<file path="src/rtl/wb_stage_if.sv">
// wb_stage_if: result handshake from the long-latency unit (divider) into the
// writeback stage. The master is the long-latency unit; the slave is wb_stage.
interface wb_stage_if;
  logic        lu_valid;
  logic        lu_ready;
  logic [4:0]  lu_rd;
  logic [31:0] lu_data;

  modport master (output lu_valid, output lu_rd, output lu_data, input lu_ready);
  modport slave  (input lu_valid, input lu_rd, input lu_data, output lu_ready);
endinterface

</file>
<file path="src/rtl/wb_stage.sv">
// wb_stage: RV32 writeback stage -- MEM/WB register, result mux, register file write
// port, and a one-entry buffer merging long-latency results. Macro WB_LOAD_EXT_EN
// enables load byte/halfword extraction and extension in this stage.
module wb_stage (
  input  logic             clk,
  input  logic             rst_n,
  input  logic             stall_i,
  input  logic             flush_i,
  input  logic             mw_valid,
  input  logic             mw_regwrite,
  input  logic [4:0]       mw_rd,
  input  logic [1:0]       mw_resultsrc,
  input  logic [31:0]      mw_alu,
  input  logic [31:0]      mw_rdata,
  input  logic [31:0]      mw_pc4,
  input  logic [2:0]       mw_funct3,
  wb_stage_if.slave        lu,
  output logic             we,
  output logic [4:0]       rd,
  output logic [31:0]      wd,
  output logic             lu_pend,
  output logic [4:0]       lu_pend_rd
);

  logic        valid_q, valid_d;
  logic        regWrite_q, regWrite_d;
  logic [4:0]  rd_q, rd_d;
  logic [1:0]  resultSrc_q, resultSrc_d;
  logic [31:0] alu_q, alu_d;
  logic [31:0] rdata_q, rdata_d;
  logic [31:0] pc4_q, pc4_d;

  logic        bufFull_q, bufFull_d;
  logic [4:0]  bufRd_q, bufRd_d;
  logic [31:0] bufData_q, bufData_d;

  logic        pipeWr;
  logic        luAccept;
  logic [31:0] loadData;
  logic [31:0] result;

  always_comb begin
    valid_d     = valid_q;
    regWrite_d  = regWrite_q;
    rd_d        = rd_q;
    resultSrc_d = resultSrc_q;
    alu_d       = alu_q;
    rdata_d     = rdata_q;
    pc4_d       = pc4_q;
    if (flush_i) begin
      valid_d    = 1'b0;
      regWrite_d = 1'b0;
    end else if (!stall_i) begin
      valid_d     = mw_valid;
      regWrite_d  = mw_regwrite;
      rd_d        = mw_rd;
      resultSrc_d = mw_resultsrc;
      alu_d       = mw_alu;
      rdata_d     = mw_rdata;
      pc4_d       = mw_pc4;
    end
  end

  always_ff @(posedge clk or negedge rst_n) begin
    if (!rst_n) begin
      valid_q     <= 1'b0;
      regWrite_q  <= 1'b0;
      rd_q        <= 5'd0;
      resultSrc_q <= 2'd0;
      alu_q       <= 32'd0;
      rdata_q     <= 32'd0;
      pc4_q       <= 32'd0;
    end else begin
      valid_q     <= valid_d;
      regWrite_q  <= regWrite_d;
      rd_q        <= rd_d;
      resultSrc_q <= resultSrc_d;
      alu_q       <= alu_d;
      rdata_q     <= rdata_d;
      pc4_q       <= pc4_d;
    end
  end

`ifdef WB_LOAD_EXT_EN
  logic [2:0]  funct3_q;
  logic [7:0]  loadByte;
  logic [15:0] loadHalf;

  always_ff @(posedge clk or negedge rst_n) begin
    if (!rst_n) begin
      funct3_q <= 3'd0;
    end else if (!flush_i && !stall_i) begin
      funct3_q <= mw_funct3;
    end
  end

  // Misaligned offsets are deliberately not checked; the byte lane is taken as-is.
  always_comb begin
    case (alu_q[1:0])
      2'd1:    loadByte = rdata_q[15:8];
      2'd2:    loadByte = rdata_q[23:16];
      2'd3:    loadByte = rdata_q[31:24];
      default: loadByte = rdata_q[7:0];
    endcase
    loadHalf = alu_q[1] ? rdata_q[31:16] : rdata_q[15:0];
    case (funct3_q)
      3'b000:  loadData = {{24{loadByte[7]}}, loadByte};
      3'b001:  loadData = {{16{loadHalf[15]}}, loadHalf};
      3'b100:  loadData = {24'd0, loadByte};
      3'b101:  loadData = {16'd0, loadHalf};
      default: loadData = rdata_q;
    endcase
  end
`else
  logic unusedFunct3;
  assign unusedFunct3 = ^mw_funct3;
  assign loadData     = rdata_q;
`endif

  always_comb begin
    case (resultSrc_q)
      2'b01:   result = loadData;
      2'b10:   result = pc4_q;
      default: result = alu_q;
    endcase
  end

  assign pipeWr = valid_q & regWrite_q & (rd_q != 5'd0);

  // The pipeline always owns the port; the buffer only drains in a free cycle.
  always_comb begin
    we = 1'b0;
    rd = 5'd0;
    wd = 32'd0;
    if (pipeWr) begin
      we = 1'b1;
      rd = rd_q;
      wd = result;
    end else if (bufFull_q) begin
      we = 1'b1;
      rd = bufRd_q;
      wd = bufData_q;
    end
  end

  // No accept-and-drain bypass: ready stays low for the whole cycle the buffer is full.
  assign lu.lu_ready = ~bufFull_q;
  assign luAccept    = lu.lu_valid & ~bufFull_q;

  always_comb begin
    bufFull_d = bufFull_q;
    bufRd_d   = bufRd_q;
    bufData_d = bufData_q;
    if (bufFull_q && !pipeWr) begin
      bufFull_d = 1'b0;
    end
    if (luAccept && (lu.lu_rd != 5'd0)) begin
      bufFull_d = 1'b1;
      bufRd_d   = lu.lu_rd;
      bufData_d = lu.lu_data;
    end
  end

  always_ff @(posedge clk or negedge rst_n) begin
    if (!rst_n) begin
      bufFull_q <= 1'b0;
      bufRd_q   <= 5'd0;
      bufData_q <= 32'd0;
    end else begin
      bufFull_q <= bufFull_d;
      bufRd_q   <= bufRd_d;
      bufData_q <= bufData_d;
    end
  end

  assign lu_pend    = bufFull_q;
  assign lu_pend_rd = bufFull_q ? bufRd_q : 5'd0;

endmodule

</file>
<file path="src/flat_wrapper.sv">
// flat-port wrapper written by rule: the top's interface ports become plain ports
module wb_stage_flat 
  (clk, rst_n, stall_i, flush_i, mw_valid, mw_regwrite, mw_rd, mw_resultsrc, mw_alu, mw_rdata, mw_pc4, mw_funct3, we, rd, wd, lu_pend, lu_pend_rd, lu_lu_valid, lu_lu_rd, lu_lu_data, lu_lu_ready);
  wb_stage_if lu_i ();
  input  logic clk;
  input  logic rst_n;
  input  logic stall_i;
  input  logic flush_i;
  input  logic mw_valid;
  input  logic mw_regwrite;
  input  logic [4:0] mw_rd;
  input  logic [1:0] mw_resultsrc;
  input  logic [31:0] mw_alu;
  input  logic [31:0] mw_rdata;
  input  logic [31:0] mw_pc4;
  input  logic [2:0] mw_funct3;
  output logic we;
  output logic [4:0] rd;
  output logic [31:0] wd;
  output logic lu_pend;
  output logic [4:0] lu_pend_rd;
  input wire logic [$bits(lu_i.lu_valid)-1:0] lu_lu_valid;
  input wire logic [$bits(lu_i.lu_rd)-1:0] lu_lu_rd;
  input wire logic [$bits(lu_i.lu_data)-1:0] lu_lu_data;
  output wire logic [$bits(lu_i.lu_ready)-1:0] lu_lu_ready;
  assign lu_i.lu_valid = lu_lu_valid;
  assign lu_i.lu_rd = lu_lu_rd;
  assign lu_i.lu_data = lu_lu_data;
  assign lu_lu_ready = lu_i.lu_ready;
  wb_stage u_core (.clk(clk), .rst_n(rst_n), .stall_i(stall_i), .flush_i(flush_i), .mw_valid(mw_valid), .mw_regwrite(mw_regwrite), .mw_rd(mw_rd), .mw_resultsrc(mw_resultsrc), .mw_alu(mw_alu), .mw_rdata(mw_rdata), .mw_pc4(mw_pc4), .mw_funct3(mw_funct3), .lu(lu_i), .we(we), .rd(rd), .wd(wd), .lu_pend(lu_pend), .lu_pend_rd(lu_pend_rd));
endmodule
</file>
<file path="config.mk">
export PLATFORM = sky130hd
export DESIGN_NAME = wb_stage_flat
export DESIGN_NICKNAME = d
export VERILOG_FILES = /design/src/rtl/wb_stage_if.sv /design/src/rtl/wb_stage.sv /design/src/flat_wrapper.sv
export SDC_FILE = /design/constraint.sdc
export NUM_CORES = 1
export LEC_CHECK = 0
export ABC_AREA = 1
export BUFFER_PORTS_ARGS = -buffer_cell sky130_fd_sc_hd__buf_2
export CAP_MARGIN = 10
export CORE_UTILIZATION = 50
export DETAILED_ROUTE_END_ITERATION = 10
export PLACE_DENSITY = 0.76
export SYNTH_ARGS = -nofsm -noshare
export SYNTH_HDL_FRONTEND = slang
export SYNTH_SLANG_ARGS = --single-unit
</file>
<file path="constraint.sdc">
create_clock -name clk -period 1.7 [get_ports clk]
set_input_delay 0.34 -clock clk [delete_from_list [all_inputs] [get_ports clk]]
set_output_delay 0.34 -clock clk [all_outputs]
set_load 0.01 [all_outputs]
</file>
# After elaboration in Yosys (flattened, before gate mapping)
# Index checks and enable logic that the tools add are counted.
totals:
  out_inout_bits: 45
  elab_cells: 39
  in_bits: 150
  regBits: 143
classes:
  n_mux: 13
  eq_ne: 3
  n_reduce_logical: 7
  bitwise: 6
op_table:
  columns: ["operator", "n"]
  rows:
  - ["$mux 32", 2]
  - ["$pmux 32 s2", 1]
  - ["$mux 5", 2]
  - ["$reduce_bool 5->1", 2]
  - ["$mux 1", 8]
  - ["$and 1x1->1", 3]
  - ["$not 1->1", 3]
  - ["$eq 2x1->1 const B", 1]
  - ["$eq 2x2->1 const B", 1]
  - ["$logic_and 1x1->1", 2]
  - ["$ne 2x1->1 const B", 1]
  - ["$reduce_and 2->1", 1]
  - ["$reduce_bool 2->1", 1]
  - ["$logic_not 1->1", 1]

# Depth between registers and ports, before layout
# Gate-level depths: netlist of run 1.
depth:
  depth_word: 6
  depth_mapped: 9
  ltp_nobuf: 8

# Worst setup path before layout of run 1
# No wires, ideal clock.
synth_path:
  kind: "flip-flop to output port"
  from: "register u_core.resultSrc_q[0]"
  to: "output wd[10]"
  path_buffers: 2
  stages_incl_launch_ff: 10
  slack_ps: 36
  t_arrival_ps: 1324
  required_time_ps: 1360
  path_cell_list: "dfrtp_1 inv_1 ha_1 buf_2 inv_1 buf_2 nand2_1 nand2_1 nand3_1 nand2_1"
synth_via:
  elab_chain_cells: 3
  word_cells_on_any_way: 4
  cone_classes: "eq/ne (2); mux (2)"
synth_lines:
  columns: ["item", "line", "rtl"]
  rows:
  - ["start: declaration", "wb_stage.sv:28", "logic [1:0] resultSrc_q, resultSrc_d;"]
  - ["start signal: assignment", "wb_stage.sv:77", "resultSrc_q <= resultSrc_d;"]
  - ["$eq 2x2->1 / $eq 2x1->1 (equally long branches)", "wb_stage.sv:121", "case (resultSrc_q)"]
  - ["$pmux 32 s2 *", "wb_stage.sv:121", null]
  - ["$mux 32 *", "wb_stage.sv:135", "if (pipeWr) begin"]
  - ["end: declaration", "flat_wrapper.sv:19", "output logic [31:0] wd;"]
# Mark *: on every way between the ends. The rest lies on a longest branch, timed or not.

# Worst setup path in the final report of run 1
layout_path:
  from: "register u_core.resultSrc_q[0]"
  to: "output wd[25]"
# The elaborated chain is that of the path after synthesis.

==> flow_summary.json, run 1 <==
{
  "most_common_library_cell_in_the_layout_ignoring_fill_and_taps": "sky130_fd_sc_hd__nand2_1",
  "floorplan.die_area_sq_mm": 0.0147,
  "critPathRequiredTime_ns": 1.36,
  "rows": 43,
  "syn_inst": 1027,
  "period_minus_slack_ns": 2.19,
  "clock_skew_ns": 0.00522,
  "powerDensity_mw_per_mm2": 1030,
  "syn_area_per_cell_sq_um": 6.94,
  "max_fo_critical_path": 8,
  "clock_sink_count": 143,
  "slew_headroom_pct": 55.9,
  "endpoint": "wd[25]",
  "final_cycle_utilization_of_the_critical_path_pct": 129,
  "worst_hold_path_type": "in2reg",
  "grt_pass1_vias": 6719,
  "post_route_cells_drive_above_1_share_pct": 25.5,
  "tritoncts.num_buffers": 17,
  "grt_start_max_net_pins": 64,
  "synth_area_in_compound_gates_pct": 0.281,
  "max_freq_ghz": 0.457,
  "worst_setup_ep_type": "output port",
  "ys_seq_elements": 143,
  "grt_setup_unrepaired": "true",
  "portBuffers": 191,
  "routed_wire_length_per_instance_um": 14.3,
  "drt_wl_total_um": 20200,
  "gpl.final_weighted_congestion": 0.826,
  "ys_types": 17,
  "rr_worst_depth": 6,
  "hold_ws_ns": 0.110,
  "timing_worst_setup_path_type": "reg2out",
  "finalNetCount": 1372,
  "tritoncts_clock_tree": "done",
  "h-tree-depth": 4,
  "global_route_wire_length_before_repair_um": 32200,
  "core-area_sq_mm": 0.0139,
  "crit-reg2reg-launch": "u_core.lu_pend$_DFFE_PN0P_",
  "timing_max_transition_violations_final": 0,
  "drt_iter0_markers": 524,
  "total_leakage_power_nw": 5.66,
  "crit_start": "u_core.resultSrc_q[0]$_DFFE_PN0P_",
  "detail_route.vias_per_cell": 5.00,
  "outcome": "finished, violations left",
  "yosysWarningCount": 0,
  "syn_nets": 1179,
  "crit_arrival_ns": 1.85,
  "area_growth_pct": 31.1,
  "vdd.ir_drop.worst_mv": 0.720,
  "grt_usage_pct": 28.5,
  "fp.dieW_um": 121,
  "setup_viol": 38,
  "xor_xnor_fraction_of_synth_area_pct": 0,
  "final.setup.tns_ns": -16.11,
  "postLayoutSetupSlackWorst_ns": -0.489,
  "drc": 0,
  "grt_remaining_overflow": 0,
  "dominant_combinational_cell_family_by_area_after_synthesis": "simple AND/OR/NAND/NOR gates",
  "regToRegSetupSlack_ns": 0.30,
  "synth.yosys.seq_area_share_pct": 50.2,
  "failed_checks": "setup timing",
  "layout_common_cells": "sky130_fd_sc_hd__nand2_1 (662), sky130_fd_sc_hd__buf_2 (182), sky130_fd_sc_hd__dfrtp_1 (142), sky130_fd_sc_hd__nand3_1 (62), sky130_fd_sc_hd__inv_1 (40)",
  "clockRootBuffer": "sky130_fd_sc_hd__clkbuf_16",
  "vias": 7062,
  "r2r-end": "u_core.bufData_q[18]$_DFFE_PN0P_",
  "post_synth_mux_area_share_pct": 0,
  "worst_slew_pin_slew_ns": 0.662,
  "place_hpwl_um": 13500,
  "num_antenna_cells": 0,
  "clock_latency_ns": 0.42,
  "initial_cell_density_of_the_core_pct": 51.4,
  "finalCoreUtilization_pct": 67.3,
  "synthSimpleGateAreaFrac_pct": 42.5,
  "ant_nets": 0,
  "finalPower_mw": 9.63,
  "design.portCount": 195,
  "hold_fails_final_rpt": 0,
  "mappedNetlistArea_sq_mm": 0.00713,
  "clk_pin_slew_ns": 0.06,
  "adder_cell_share_of_the_synthesized_area_pct": 0.351,
  "startpoint_kind_of_the_worst_setup_timing_path": "flop",
  "initial_antenna_violation_count": 0,
  "drt_pass1_iterations": 6,
  "clk_path_buf_depth": 2,
  "die_height_um": 121,
  "maxCapViolations": 0
}
## cell type report
cell class,instances,area [sq um]
sequential,143,3580
clock inverter,6,33.8
fill,1217,4540
tap,180,225
multi-input combinational,778,3250
clock buffer,26,489
inverter,46,174
timing repair buffer,234,1590
## power by group
group          internal, mW  leakage [nW]  total, mW  switching, mW
registers              3.85          1.77       4.12          0.266
logic                 0.917          3.63       2.18           1.26
clock network          1.97         0.262       3.34           1.37
total                  6.74          5.66       9.63           2.90
## registers in the layout (all words and copies together) (netlist names)
signal              count
u_core.loadData        32
u_core.rd_q             5
u_core.bufData_q       32
u_core.lu_pend          1
u_core.regWrite_q       1
u_core.pc4_q           32
u_core.resultSrc_q      2
u_core.valid_q          1
u_core.alu_q           32
u_core.bufRd_q          5
## per-stage QoR
stage | cells | worst slack (ns) | area, sq um
final | 1413 | -0.489 | 9340
after global routing | 1413 | -0.588 | 9340
after CTS | 1410 | -0.483 | 9180
after detailed placement | 1373 | -0.207 | 8410
after global placement | 1373 | -0.161 | 8410
after floorplan | 1027 | 0.0358 | 7130
## cells in the mapped netlist (all sizes together)
cell type	instances	area share, %
nand2	692	37
nand3	73	5.3
nand3b	1	0.16
buf	35	3.0
ha	2	0.35
clkbuf	25	1.3
o21ai	4	0.28
inv	46	2.4
nor2	6	0.49
dfrtp	143	50
## worst max-delay path: stages (launching register included)
cell                        delay, ns
sky130_fd_sc_hd__dfrtp_1         0.38
sky130_fd_sc_hd__inv_2           0.06
sky130_fd_sc_hd__ha_4            0.28
sky130_fd_sc_hd__buf_8           0.14
sky130_fd_sc_hd__clkbuf_16       0.17
sky130_fd_sc_hd__nand2_1         0.05
sky130_fd_sc_hd__nand2_1         0.09
sky130_fd_sc_hd__nand3_1         0.07
sky130_fd_sc_hd__nand2_1         0.06
sky130_fd_sc_hd__buf_2           0.12
## worst min-delay path by stage
stage	from	to	slack (ns)	depth (start not counted)
2_1_floorplan	rst_n	u_core.alu_q[0]$_DFFE_PN0P_	0.04	0
3_3_place_gp	rst_n	u_core.pc4_q[24]$_DFFE_PN0P_	0.26	1
3_5_place_dp	rst_n	u_core.pc4_q[24]$_DFFE_PN0P_	0.26	1
4_1_cts	mw_rdata[10]	u_core.loadData[10]$_DFFE_PN0P_	0.11	3
5_1_grt	mw_alu[10]	u_core.alu_q[10]$_DFFE_PN0P_	0.11	3
6_report	mw_rdata[10]	u_core.loadData[10]$_DFFE_PN0P_	0.11	3
## layer usage
metal | global-route usage, % | vias up | part of all wire [%]
li1 | - | 3469 | -
met1 | 38.6 | 3281 | 44
met2 | 45.7 | 288 | 48
met3 | 5.83 | 24 | 7.2
met4 | 8.95 | 0 | 1.4
met5 | 0 | - | 0
## logic make-up (layout without fill, tap and decap cells)
group | after synthesis | after routing
buffers and inverters | 106 | 312
adder cells (fa/ha/maj) | 2 | 2
flip-flops | 143 | 143
AND/OR/NAND/NOR | 772 | 772
AO/OA/AOI/OAI | 4 | 4
## what timing repair did
action | in CTS | in global routing
cloned | 2 | 2
resized for setup | 46 | 32
hold endpoints to repair | 29 | 0
setup endpoints to repair | 42 | 41
setup buffers | 2 | 3
pin swaps | 10 | 12
hold buffers | 1 | 0
(Power assumes the default switching activity.)
==> run 2: changes to the inputs <==
- RECOVER_POWER: default -> 25
==> run 2 against run 1 <==
The run still ends with setup timing left. Sequential power barely moved. Power fell by 0.16%. Count of clock-buffer cells in the layout did not move. Combinational power barely moved. Via count fell by 0.82%. Global-route usage did not move. Design area fell by 0.50%. First-iteration DRC count fell by 2.7%. Cell count did not move. Critical path depth did not move. Critical path type unchanged. Critical endpoint unchanged. Largest cell class unchanged.
==> flow_summary.json, run 2 (synthesis results as in run 1) <==
{
  "initial_antenna_violation_count": 0,
  "vdd.ir_drop.worst_mv": 0.722,
  "period_minus_slack_ns": 2.20,
  "drc": 0,
  "die_height_um": 121,
  "vias": 7004,
  "finalPower_mw": 9.62,
  "routed_wire_length_per_instance_um": 14.3,
  "tritoncts_clock_tree": "done",
  "global_route_wire_length_before_repair_um": 32200,
  "gpl.final_weighted_congestion": 0.826,
  "design.portCount": 195,
  "timing_worst_setup_path_type": "reg2out",
  "cpLargestDelayFamily": "buffers and inverters",
  "final.setup.tns_ns": -16.21,
  "layout_common_cells": "sky130_fd_sc_hd__nand2_1 (662), sky130_fd_sc_hd__buf_2 (180), sky130_fd_sc_hd__dfrtp_1 (142), sky130_fd_sc_hd__nand3_1 (62), sky130_fd_sc_hd__inv_1 (40)",
  "hold_fails_final_rpt": 0,
  "hold_ws_ns": 0.111,
  "final_cycle_utilization_of_the_critical_path_pct": 129,
  "critPathRequiredTime_ns": 1.36,
  "detail_route.vias_per_cell": 4.96,
  "wl_met2_um": 9580,
  "area_growth_pct": 30.4,
  "rows": 43,
  "powerDensity_mw_per_mm2": 1030,
  "maxCapViolations": 0,
  "num_antenna_cells": 0,
  "total_leakage_power_nw": 5.65,
  "routed.top_layer": "met4",
  "timing_max_transition_violations_final": 0,
  "outcome": "finished, violations left",
  "timing.critical_path.mode_cell": "sky130_fd_sc_hd__nand2_1",
  "drt_wl_total_um": 20200,
  "grt_usage_pct": 28.5,
  "post_route_cells_drive_above_1_share_pct": 25.2,
  "crit_arrival_ns": 1.86,
  "core-area_sq_mm": 0.0139,
  "wl_met1_um": 8790,
  "clock_skew_ns": 0.00446,
  "clock_latency_ns": 0.42,
  "regToRegSetupSlack_ns": 0.30,
  "total_length_of_routed_met3_wires_um": 1510,
  "worst_hold_path_type": "in2reg",
  "worstPathBufferInverterCount": 4,
  "portBuffers": 191,
  "h-tree-depth": 4,
  "grt_remaining_overflow": 0,
  "max_freq_ghz": 0.455,
  "grt_setup_unrepaired": "true",
  "postLayoutSetupSlackWorst_ns": -0.496,
  "clk_path_buf_depth": 2,
  "grt_start_max_net_pins": 64,
  "slew_headroom_pct": 28.4,
  "startpoint_kind_of_the_worst_setup_timing_path": "flop",
  "place_hpwl_um": 13500,
  "tritoncts.num_buffers": 17,
  "worst_slew_pin_slew_ns": 1.07,
  "floorplan.die_area_sq_mm": 0.0147,
  "drt_iter0_markers": 510,
  "ant_nets": 0,
  "critPathMaxStageDelay_ns": 0.38,
  "drt_pass1_iterations": 5,
  "failed_checks": "setup timing",
  "crit-reg2reg-launch": "u_core.lu_pend$_DFFE_PN0P_",
  "nFillCells": 1225,
  "clk_pin_slew_ns": 0.06,
  "min_from": "mw_rdata[10]",
  "clock_sink_count": 143,
  "most_common_library_cell_in_the_layout_ignoring_fill_and_taps": "sky130_fd_sc_hd__nand2_1",
  "initial_cell_density_of_the_core_pct": 51.4,
  "grt_pass1_vias": 6719,
  "worst_setup_ep_type": "output port",
  "crit_slowest_cell": "sky130_fd_sc_hd__dfrtp_1",
  "setup_viol": 38,
  "fp.dieW_um": 121,
  "clockRootBuffer": "sky130_fd_sc_hd__clkbuf_16",
  "max_fo_critical_path": 8,
  "finalNetCount": 1372,
  "cp_cell_sequence": "inv_2 > ha_4 > buf_8 > clkbuf_16 > nand2_1 > nand2_1 > nand3_1 > nand2_1 > buf_2",
  "crit_start": "u_core.resultSrc_q[0]$_DFFE_PN0P_"
}
-- run 2: changes by cell type in the layout (fill, tap and decap cells not counted) --
| cell | change |
|---|---|
| sky130_fd_sc_hd__clkbuf_2 | +3 |
| sky130_fd_sc_hd__nor2_1 | +1 |
| sky130_fd_sc_hd__clkbuf_1 | +2 |
| sky130_fd_sc_hd__nor2_4 | -1 |
| sky130_fd_sc_hd__buf_12 | -2 |
| sky130_fd_sc_hd__buf_2 | -2 |
| sky130_fd_sc_hd__buf_6 | -1 |
-- run 2: cell type report --
cell class              instances  area, sq um  area share (%)
well taps                     180          225            2.42
clock inverters                 6         33.8           0.363
inverters                      46          174            1.87
clock buffers                  26          489            5.26
repair buffers                234         1550            16.7
multi-input cells             778         3250            34.9
flip-flops and latches        143         3580            38.5
-- run 2: where the power goes --
group	total [mW]	internal [mW]	leakage (nW)	switching [mW]
combinational	2.16	0.909	3.62	1.25
sequential	4.12	3.85	1.77	0.265
clock	3.34	1.97	0.262	1.37
-- run 2: through the flow --
step	instances	utilization (%)	instance area, sq um	worst slack [ns]
after global routing	1413	67.0	9300	-0.588
after CTS	1410	66.2	9180	-0.483
final	1413	67.0	9300	-0.496
after detailed placement	1373	60.6	8410	-0.207
after global placement	1373	60.6	8410	-0.161
after floorplan	1027	-	7130	0.0358
-- run 2: worst min-delay path: cells and delay by family --
family	cells	cell delay, ns
buffers and inverters	1	0.07
and+or+nand+nor	2	0.09
-- run 2: worst paths after layout --
kind,to,cells after the start
max,wd[25],9
min,u_core.loadData[10]$_DFFE_PN0P_,3
max in group asynchronous,u_core.alu_q[19]$_DFFE_PN0P_,3
max reg2reg,u_core.bufData_q[22]$_DFFE_PN0P_,6
min reg2reg,u_core.alu_q[20]$_DFFE_PN0P_,2
min in group asynchronous,u_core.pc4_q[21]$_DFFE_PN0P_,2
-- run 2: repair_timing --
action	4_1_cts	5_1_grt
hold buffers	1	0
setup endpoints to repair	42	41
gates resized for setup	46	32
setup buffers	2	3
gates cloned	2	2
pin swaps	10	12
endpoints found under the hold margin	29	0
-- run 2: routing by layer --
| layer | global-route usage [%] | vias up |
|---|---|---|
| met5 | 0 | - |
| met4 | 8.95 | 0 |
| met3 | 5.83 | 25 |
| met2 | 45.7 | 285 |
| met1 | 38.6 | 3225 |
| li1 | - | 3469 |
